## src/rtl/fp_phase_seq.sv

```systemverilog
// fp_phase_seq: AWP floating/fixed-point phase sequencer feeding the F-PM unit.
// Accepts a started AWP instruction and steps one-hot through phases F1..F13.
// Each phase lasts PHASE_CYCLES clocks and carries strob_fp (k=1) and
// strob2_fp (k=last). Branches on F-PM status and reports busy/done/err.
//
// Ports:
//   __clk, rst_          clock, asynchronous active-low reset
//   start                instruction start request (level, sampled in IDLE)
//   af_sf, dw_df         instruction class: add/sub float, divide
//   fic, g, ws           F-PM status: iteration terminal, exp diff >= 40, correction
//   fi0..fi3             F-PM interrupt/error requests (abort while busy)
//   _0_f                 clear pulse to F-PM, high in the cycle start is accepted
//   f1..f13              one-hot phase outputs
//   strob_fp, strob2_fp  in-phase strobes
//   busy, done, err      sequence in progress, completion pulse, sticky abort flag
module fp_phase_seq #(
    parameter int unsigned PHASE_CYCLES = 3,
    parameter int unsigned LOOP_MAX     = 63
) (
    input  logic __clk,
    input  logic rst_,
    input  logic start,
    input  logic af_sf,
    input  logic dw_df,
    input  logic fic,
    input  logic g,
    input  logic ws,
    input  logic fi0,
    input  logic fi1,
    input  logic fi2,
    input  logic fi3,
    output logic _0_f,
    output logic f1,
    output logic f2,
    output logic f4,
    output logic f5,
    output logic f6,
    output logic f7,
    output logic f8,
    output logic f9,
    output logic f10,
    output logic f13,
    output logic strob_fp,
    output logic strob2_fp,
    output logic busy,
    output logic done,
    output logic err
);

    localparam int unsigned KW  = (PHASE_CYCLES > 2) ? $clog2(PHASE_CYCLES) : 2;
    localparam int unsigned LW  = (LOOP_MAX > 0) ? $clog2(LOOP_MAX + 1) : 1;
    localparam int unsigned NPH = 10;

    localparam logic [3:0] S_IDLE = 4'd0;
    localparam logic [3:0] S_F1   = 4'd1;
    localparam logic [3:0] S_F2   = 4'd2;
    localparam logic [3:0] S_F4   = 4'd3;
    localparam logic [3:0] S_F5   = 4'd4;
    localparam logic [3:0] S_F6   = 4'd5;
    localparam logic [3:0] S_F7   = 4'd6;
    localparam logic [3:0] S_F8   = 4'd7;
    localparam logic [3:0] S_F9   = 4'd8;
    localparam logic [3:0] S_F10  = 4'd9;
    localparam logic [3:0] S_F13  = 4'd10;

    logic [3:0]     state_q, state_d;
    logic [KW-1:0]  k_q, k_d;
    logic [LW-1:0]  loop_q, loop_d;
    logic           corr_q, corr_d;
    logic [NPH-1:0] phase_q, phase_d;
    logic           strob_q, strob_d;
    logic           strob2_q, strob2_d;
    logic           busy_q, busy_d;
    logic           done_q, done_d;
    logic           err_q, err_d;
    logic           accept_c;
    logic           fi_any_c;
    logic           k_last_c;
    logic           loop_hit_c;
    logic [LW-1:0]  loop_inc_c;

    // Phase output vector order: {f13, f10, f9, f8, f7, f6, f5, f4, f2, f1}
    function automatic logic [NPH-1:0] phase_onehot(input logic [3:0] s);
        logic [NPH-1:0] v;
        v = '0;
        case (s)
            S_F1:    v[0] = 1'b1;
            S_F2:    v[1] = 1'b1;
            S_F4:    v[2] = 1'b1;
            S_F5:    v[3] = 1'b1;
            S_F6:    v[4] = 1'b1;
            S_F7:    v[5] = 1'b1;
            S_F8:    v[6] = 1'b1;
            S_F9:    v[7] = 1'b1;
            S_F10:   v[8] = 1'b1;
            S_F13:   v[9] = 1'b1;
            default: v = '0;
        endcase
        return v;
    endfunction

    assign fi_any_c   = fi0 | fi1 | fi2 | fi3;
    assign k_last_c   = (k_q == KW'(PHASE_CYCLES - 1));
    // Abort when this F8 pass would bring the iteration count to LOOP_MAX
    assign loop_hit_c = ((32'(loop_q) + 32'd1) >= LOOP_MAX);
    assign loop_inc_c = (32'(loop_q) >= LOOP_MAX) ? loop_q : loop_q + LW'(1);

    // State and registered outputs
    always_ff @(posedge __clk or negedge rst_) begin
        if (!rst_) begin
            state_q  <= S_IDLE;
            k_q      <= '0;
            loop_q   <= '0;
            corr_q   <= 1'b0;
            phase_q  <= '0;
            strob_q  <= 1'b0;
            strob2_q <= 1'b0;
            busy_q   <= 1'b0;
            done_q   <= 1'b0;
            err_q    <= 1'b0;
        end else begin
            state_q  <= state_d;
            k_q      <= k_d;
            loop_q   <= loop_d;
            corr_q   <= corr_d;
            phase_q  <= phase_d;
            strob_q  <= strob_d;
            strob2_q <= strob2_d;
            busy_q   <= busy_d;
            done_q   <= done_d;
            err_q    <= err_d;
        end
    end

    // Next state, phase counter and next-cycle output values
    always_comb begin
        state_d  = state_q;
        k_d      = k_q;
        loop_d   = loop_q;
        corr_d   = corr_q;
        err_d    = err_q;
        done_d   = 1'b0;
        accept_c = 1'b0;

        if (state_q == S_IDLE) begin
            // The done cycle is spent in IDLE; a held start is taken one clock later
            if (start && !done_q) begin
                accept_c = 1'b1;
                state_d  = S_F1;
                k_d      = '0;
                loop_d   = '0;
                corr_d   = 1'b0;
                err_d    = 1'b0;
            end
        end else if (fi_any_c) begin
            // F-PM abort outranks every phase transition
            state_d = S_IDLE;
            k_d     = '0;
            err_d   = 1'b1;
            done_d  = 1'b1;
        end else if (!k_last_c) begin
            k_d = k_q + KW'(1);
        end else begin
            k_d = '0;
            case (state_q)
                S_F1:  state_d = S_F2;
                S_F2:  state_d = af_sf ? S_F5 : S_F4;
                S_F4:  state_d = S_F8;
                S_F5:  state_d = g ? S_F6 : S_F8;
                S_F8: begin
                    if (fic) begin
                        state_d = S_F6;
                    end else if (loop_hit_c) begin
                        state_d = S_IDLE;
                        err_d   = 1'b1;
                        done_d  = 1'b1;
                    end else begin
                        loop_d = loop_inc_c;
                    end
                end
                S_F6:  state_d = S_F7;
                S_F7:  state_d = S_F10;
                S_F10: begin
                    // Only one correction re-entry per instruction
                    if (ws && !corr_q) begin
                        state_d = S_F7;
                        corr_d  = 1'b1;
                    end else begin
                        state_d = dw_df ? S_F9 : S_F13;
                    end
                end
                S_F9:  state_d = S_F13;
                S_F13: begin
                    state_d = S_IDLE;
                    done_d  = 1'b1;
                end
                default: state_d = S_IDLE;
            endcase
        end

        phase_d  = phase_onehot(state_d);
        busy_d   = (state_d != S_IDLE);
        strob_d  = busy_d && (k_d == KW'(1));
        strob2_d = busy_d && (k_d == KW'(PHASE_CYCLES - 1));
    end

    assign _0_f      = accept_c & rst_;
    assign f1        = phase_q[0];
    assign f2        = phase_q[1];
    assign f4        = phase_q[2];
    assign f5        = phase_q[3];
    assign f6        = phase_q[4];
    assign f7        = phase_q[5];
    assign f8        = phase_q[6];
    assign f9        = phase_q[7];
    assign f10       = phase_q[8];
    assign f13       = phase_q[9];
    assign strob_fp  = strob_q;
    assign strob2_fp = strob2_q;
    assign busy      = busy_q;
    assign done      = done_q;
    assign err       = err_q;

endmodule
```

## config.mk

```make
export PLATFORM = sky130hd
export DESIGN_NAME = fp_phase_seq
export DESIGN_NICKNAME = d
export VERILOG_FILES = /design/src/rtl/fp_phase_seq.sv
export SDC_FILE = /design/constraint.sdc
export NUM_CORES = 1
export LEC_CHECK = 0
export CAP_MARGIN = 20
export CORE_MARGIN = 3
export CORE_UTILIZATION = 47
export DETAILED_ROUTE_END_ITERATION = 12
export PLACE_DENSITY = 0.83
export SYNTH_ARGS = -nofsm -noshare
export SYNTH_HDL_FRONTEND = slang
export SYNTH_SLANG_ARGS = --single-unit
```

## constraint.sdc

```tcl
create_clock -name __clk -period 2.13 [get_ports __clk]
set_input_delay 0.3195 -clock __clk [delete_from_list [all_inputs] [get_ports __clk]]
set_output_delay 0.3195 -clock __clk [all_outputs]
set_load 0.005 [all_outputs]
```

==> summary.md, run 1 <==
| Metric | Value |
|---|---|
| CTS Buf Count | 3 |
| Met1 Wirelength | 1680 µm |
| Fmax | 456 MHz |
| FFs w/ async S/R, synth | 1.00 |
| Yosys warns | 0 |
| Slew @ Worst Pin | 0.385 ns |
| Final Core Density | 0.728 |
| Met3 WL post-DR | 223 µm |
| Hold WC Path Type | in -> async |
| RR Startpoint | loop_q[1] |
| Layout net count | 231 |
| Max_cap viols | 0 |
| Placeable Area | 3130 µm² |
| Syn avg cell area | 9.70 µm² |
| # fillers | 220 |
| Worst-Skew Late Latency | 0.34 ns |
| Antenna Cells | 0 |
| Fin crit period | 2.20 ns |
| Initial antenna violation count | 0 |
| Max Transition Viols Final | 0 |
| # DRC | 0 |
| All-Layer GR Usage | 0.211 |
| DP Cell Count | 249 |
| Outcome | finished with violations |
| Die H | 64.0 µm |
| Worst-path maximum fanout | 5 |
| DR vias/cell | 5.72 |
| RSZ-0062 raised after global routing | yes |
| Setup WS post-layout | -0.0650 ns |
| CTS tree | yes |
| Clock buffer depth | 2 |
| Crit-path cells | ha_4 > nand4b_1 > o32ai_2 > o21a_2 > buf_4 > or4b_4 > and2_4 > a21o_1 |
| Worst-path cell with the longest stage delay | dfrtp_2 |
| Hpwl dp | 2850 µm |
| Die Span X | 64.0 µm |
| Critical path class | reg -> reg |
| H-tree levels | 1 |
| CP Capture Type | flop |
| DR WL/cell | 15.7 µm |
| Setup Viol. Count Final | 6 |
| Area delta synth->final | 43.9% |
| Clock Pin Slew Worst Setup and Hold Paths | 0.16 ns |
| Post-synth cell types | 53 |
| Initial Utilization | 0.506 |
| I/O pin cnt | 28 |
| Vias in the first global route | 1518 |
| First DRT Iteration DRCs | 66 |
| Via count | 1488 |
| Ys flop type | dfrtp_1 |
| ANT nets after route | 0 |
| Top-area cell type share of the netlist area | 0.443 |
| Cell Count, Final, Fillers Out | 260 |
| Mapped Nets | 177 |
| LEAKAGE | 0.971 nW |
| #FFs+latches synth | 28 |
| Critical path origin | loop_q[1] |
| Share of cells above drive strength 1 | 0.296 |
| Top routing layer used | met4 |
| Synth area leaders | dfrtp_1 44%, a21oi_1 3.8%, nor2b_1 3.6%, nor3b_1 3.3%, a21o_1 2.8% |
| Seq/Total Area, Yosys | 0.443 |
| Hold WS | 0.359 ns |
| GR Overflow Total | 0 |
| Largest net degree at the start of global routing | 29 |
| GP Congestion | 0.881 |
| Period utilization | 1.03 |
| Synth area leader | dfrtp_1 |
| First-pass GRT wire length | 6840 µm |
| Buffers and inverters on the worst path | 1 |
| Mapped cell area | 1580 µm² |
| Slew headroom | 0.743 |
| Clock Skew | 0.00465 ns |
| Sink Count | 28 |
| Violated checks | setup timing |
| CP delay by family, top | simple AND/OR/NAND/NOR gates |
| Number of synthesized flops with an enable pin | 0 |
| I/O Buffers | 27 |
| Routed wire length | 4090 µm |
| CP Launch Type | flop |
| Pwr/cell area | 470 nW/µm² |
| VDD IR max | 0.282 mV |
| Synth Instances | 163 |
| Worst EP arrival | 2.45 ns |
| Total Die Area | 4100 µm² |
| CP Data Required Time | 2.38 ns |
| Final hold viol count | 0 |
| Largest stage delay, worst path | 0.48 ns |
| Met2 routed WL | 2120 µm |
| Drt pass-1 iters | 4 |
| Clock Root Buffer | clkbuf_4 |
| TNS Setup | -0.237 ns |
| Std-Cell Rows | 20 |
==> layer usage <==
metal,up-vias,track usage
met5,-,0
met4,0,0.0728
met3,9,0.0334
met2,52,0.377
met1,734,0.255
li1,693,-
==> cell usage after synthesis (2+ instances only) <==
master,n
a21oi_1,12
nor2b_1,9
o31ai_1,2
and2_1,4
a21o_1,6
nor3b_1,7
nor3_1,5
inv_1,9
o2bb2ai_1,3
o21ai_0,7
nor2_1,10
buf_2,2
nand2_1,10
ha_1,2
and3_1,3
dfrtp_1,28
nand2b_1,5
or4_1,2
nand3_1,3
==> flip-flops by register name, indices dropped and copies added (netlist names) <==
name and count:
phase_q 10, loop_q 6, state_q 4, k_q 2, busy 1, corr_q 1, done 1, err 1
strob2_fp 1, strob_fp 1
==> through the flow <==
stage | total power [mW] | area, µm² | worst slack (ns)
final | 1.07 | 2280 | -0.0650
after global routing | 1.12 | 2280 | -0.130
after CTS | 1.07 | 2200 | -0.0515
after detailed placement | 0.711 | 2050 | -0.160
after global placement | 0.706 | 2050 | -0.0891
after floorplan | 0.625 | 1610 | 0.000469
==> area by class of cell <==
type | instances | area (µm²) | area share
sequential | 28 | 704 | 0.310
clock buffer | 3 | 22.5 | 0.00990
multi-input combinational | 121 | 951 | 0.418
inverter | 9 | 33.8 | 0.0148
tap | 44 | 55.1 | 0.0242
timing repair buffer | 54 | 479 | 0.211
clock inverter | 1 | 30.0 | 0.0132
==> path summary, 6_finish.rpt <==
path	to	slack, ns	cells past startpoint
worst min register to register	err	0.50	2
min in group __clk	err	0.50	2
worst min-delay path	strob2_fp	0.36	2
worst max register to register	loop_q[2]	-0.07	8
max in group asynchronous	state_q[1]	1.49	2
worst max-delay path	loop_q[2]	-0.07	8
==> logic make-up (layout without fill, tap and decap cells) <==
group                      Yosys count  in the layout  share of synthesized area
and+or+nand+nor                     72             72                      0.290
AOI/OAI and AO/OA                   45             45                      0.199
DFF                                 28             28                      0.443
buffers and inverters               14             67                     0.0419
adders and majority gates            2              2                     0.0158
xor gates and xnor gates             2              2                     0.0111
==> report_power, final <==
part | internal [mW] | total, mW | switching (mW)
clock | 0.191 | 0.357 | 0.167
combinational | 0.0842 | 0.156 | 0.0719
sequential | 0.545 | 0.556 | 0.0109
total | 0.820 | 1.07 | 0.250
==> what timing repair did <==
| action | 4_1_cts | 5_1_grt |
|---|---|---|
| pin swaps | 4 | 3 |
| hold buffers | 0 | 0 |
| endpoints found under the setup margin | 16 | 13 |
| resized for setup | 13 | 13 |
| endpoints found under the hold margin | 0 | 0 |
| setup buffers | 5 | 2 |
==> cells in the final DEF (no fill, tap or decap), types with 5 or more instances in the layout <==
cell | netlist | layout
a21o_1 | 6 | 6
a21oi_1 | 12 | 9
buf_4 | 1 | 25
clkdlybuf4s50_1 | 0 | 26
dfrtp_1 | 28 | 25
inv_1 | 9 | 8
nand2_1 | 10 | 9
nand2b_1 | 5 | 5
nor2_1 | 10 | 10
nor2b_1 | 9 | 9
o21ai_0 | 7 | 7
(Power assumes the default switching activity.)
==> run 2, diff against run 1 <==
--- a/config.mk
+++ b/config.mk
@@ -6,7 +6,7 @@
 export NUM_CORES = 1
 export LEC_CHECK = 0
 export CAP_MARGIN = 20
-export CORE_MARGIN = 3
+export CORE_MARGIN = 2
 export CORE_UTILIZATION = 47
 export DETAILED_ROUTE_END_ITERATION = 12
 export PLACE_DENSITY = 0.83
==> summary.md, run 2 (synthesized netlist as in run 1, its figures left out) <==
| Metric | Value |
|---|---|
| Final hold viol count | 0 (unchanged) |
| Hold WS | 0.436 ns (+0.0772 ns) |
| Total Die Area | 3850 µm² (-6.2%) |
| CP Data Required Time | 2.36 ns (-0.02 ns) |
| Routed wire length | 4160 µm (+1.5%) |
| DR WL/cell | 15.4 µm (-2.2%) |
| Outcome | finished with violations |
| Buffers and inverters on the worst path | 0 (-1) |
| Critical R2R Capture | busy |
| Clock Root Buffer | clkbuf_4 |
| FF+latch area | 707 µm² (+0.36%) |
| Design Area, Final | 2330 µm² (+2.6%) |
| H-tree levels | 1 (unchanged) |
| Setup Viol. Count Final | 2 (-4) |
| Setup WS post-layout | -0.0358 ns (+0.0293 ns) |
| Drt pass-1 iters | 4 (unchanged) |
| Power share of the clock group | 0.332 (-0.002) |
| Layout net count | 239 (+3.5%) |
| LEAKAGE | 0.998 nW (+2.8%) |
| Largest net degree at the start of global routing | 29 (unchanged) |
| Sw Pwr | 0.252 mW (+1.1%) |
| CP Capture Type | flop |
| CTS Buf Count | 3 (unchanged) |
| Initial antenna violation count | 0 (unchanged) |
| ANT nets after route | 0 (unchanged) |
| Share of cells above drive strength 1 | 0.321 (+0.0251) |
| Worst-path cell with the longest stage delay | or4_1 |
| VDD IR max | 0.282 mV (+0.17%) |
| Period utilization | 1.02 (-0.0137) |
| Std-Cell Rows | 21 (+5.0%) |
| Die Span X | 62.0 µm (-3.1%) |
| TNS Setup | -0.0585 ns (+0.178 ns) |
| DP Area | 2100 µm² (+2.7%) |
| First DRT Iteration DRCs | 51 (-23%) |
| Clock Pin Slew Worst Setup and Hold Paths | 0.16 ns (about the same) |
| Critical path class | reg -> reg |
| Net Sw Frac | 0.234 (+0.000621) |
| Via count | 1465 (-1.5%) |
| R2r setup slk | -0.04 ns (+0.03 ns) |
| Gate power share | 0.156 (+0.010) |
| Initial Utilization | 0.482 (-0.0241) |
| Crit-path cells | ha_4 > o21ba_4 > a211oi_2 > o21a_2 > nor3_1 > o21a_1 > or4_1 |
| CP Launch Type | flop |
| Max Transition Viols Final | 0 (unchanged) |
| Clock Skew | 0.00406 ns (-0.000595 ns) |
| Worst-path maximum fanout | 3 (-2) |
| Slew headroom | 0.693 (-0.0498) |
| Worst-Skew Late Latency | 0.34 ns (about the same) |
| All-Layer GR Usage | 0.222 (+0.0110) |
| Int Power | 0.827 mW (+0.78%) |
| Leading cell type in the layout, fill and taps excluded | buf_4 |
| Hold WC Path Type | in -> async |
| GP Congestion | 0.858 (-2.6%) |
| I/O pin cnt | 28 (unchanged) |
| Antenna Cells | 0 (unchanged) |
| Sequential power share | 0.512 (-0.008) |
| CP delay by family, top | compound AO/OA/AOI/OAI gates |
| DP Cell Count | 258 (+3.6%) |
| # fillers | 253 (+15%) |
| Placeable Area | 3280 µm² (+5.0%) |
| Worst Reg-to-Reg Cells | 7 (-1) |
| Area delta synth->final | 47.6% |
| Vias in the first global route | 1378 (-9.2%) |
| Slew @ Worst Pin | 0.459 ns (+0.0745 ns) |
| # DRC | 0 (unchanged) |
| Fin crit period | 2.17 ns (-0.0293 ns) |
| Max_cap viols | 0 (unchanged) |
| GR Overflow Total | 0 (unchanged) |
| First-pass GRT wire length | 6180 µm (-9.8%) |
| RR Startpoint | loop_q[1] |
| Biggest regs | phase_q: 10 flops, loop_q: 6 flops, state_q: 4 flops |
| CTS tree | yes |
| Sink Count | 28 (unchanged) |
| Overall Power | 1.08 mW (+0.87%) |
| Final Core Density | 0.711 (-0.0167) |
| Violated checks | setup timing |
| RSZ-0062 raised after global routing | yes |
| Area occupied by multi-input gates | 943 µm² (-0.79%) |
| Fmax | 462 MHz (+1.4%) |
| Largest register FFs | 10 (unchanged) |
| Place WS | -0.131 ns (+0.0294 ns) |
| Commonest cells after routing, fill and taps aside | 33 x buf_4, 26 x clkdlybuf4s50_1, 23 x dfrtp_1, 10 x a21oi_1 |
| Largest stage delay, worst path | 0.51 ns (+0.03 ns) |
| Cell Count, Final, Fillers Out | 270 (+3.8%) |
| Pwr/cell area | 462 nW/µm² (-1.7%) |
| Worst EP arrival | 2.40 ns (-0.05 ns) |
| Hpwl dp | 2900 µm (+1.8%) |
| Die H | 62.0 µm (-3.1%) |
| DR vias/cell | 5.43 (-5.2%) |
| Biggest register | phase_q |
| Critical path origin | loop_q[1] |
| I/O Buffers | 27 (unchanged) |
| Clock buffer depth | 2 (unchanged) |
[run 2: changes by cell type in the layout (fill, tap and decap cells not counted), moves of 2 or more]
cell     change
dfrtp_1      -2
nor3b_2      -2
dfrtp_2      +2
nor3b_1      +2
buf_4        +8
[run 2: what timing repair did]
action | in CTS | in global routing
endpoints found under the setup margin | 14 | 10
hold buffers | 0 | 0
setup buffers | 5 | 3
cloned | 0 | 0
pin swaps | 3 | 6
gates resized for setup | 15 | 12
[run 2: layout make-up]
type                       instances  area share
tap                               46      0.0247
clock inverter                     1      0.0129
sequential                        28       0.303
clock buffer                       3     0.00965
timing repair buffer              62       0.232
inverter                           9      0.0145
multi-input combinational        121       0.404
[run 2: worst max-delay path by stage]
stage | end | slack (ns) | depth (start not counted)
after floorplan | busy | 0.0005 | 8
after global placement | loop_q[5] | -0.09 | 6
after detailed placement | busy | -0.13 | 7
after CTS | busy | -0.02 | 7
after global routing | busy | -0.13 | 7
final | busy | -0.04 | 7
[run 2: per-layer routing]
layer  vias up  global-route usage  routed length (µm)
met5         -                   0                   0
met4         0               0.109                 105
met3         8              0.0290                 140
met2        37               0.382                2190
met1       708               0.272                1720
li1        712                   -                   -
[run 2: worst reg2reg max path: stages (launching register included)]
cell and delay (ns):
dfrtp_2 0.48, ha_4 0.25, o21ba_4 0.19, a211oi_2 0.19, o21a_2 0.20, nor3_1 0.07
o21a_1 0.18, or4_1 0.51
[run 2: power by group through the flow]
stage | logic (mW) | registers [mW] | clock network (mW)
floorplan | 0.0621 | 0.563 | 0
global placement | 0.138 | 0.566 | 0
detailed placement | 0.141 | 0.567 | 0
CTS | 0.155 | 0.554 | 0.361
global route | 0.183 | 0.554 | 0.385
finish | 0.168 | 0.553 | 0.358
==> run 3, diff against run 2 <==
--- a/config.mk
+++ b/config.mk
@@ -10,6 +10,7 @@
 export CORE_UTILIZATION = 47
 export DETAILED_ROUTE_END_ITERATION = 12
 export PLACE_DENSITY = 0.83
+export SLEW_MARGIN = 20
 export SYNTH_ARGS = -nofsm -noshare
 export SYNTH_HDL_FRONTEND = slang
 export SYNTH_SLANG_ARGS = --single-unit
==> results of run 3 <==
No change in the layout: final DEF, timing and power equal those of run 2.
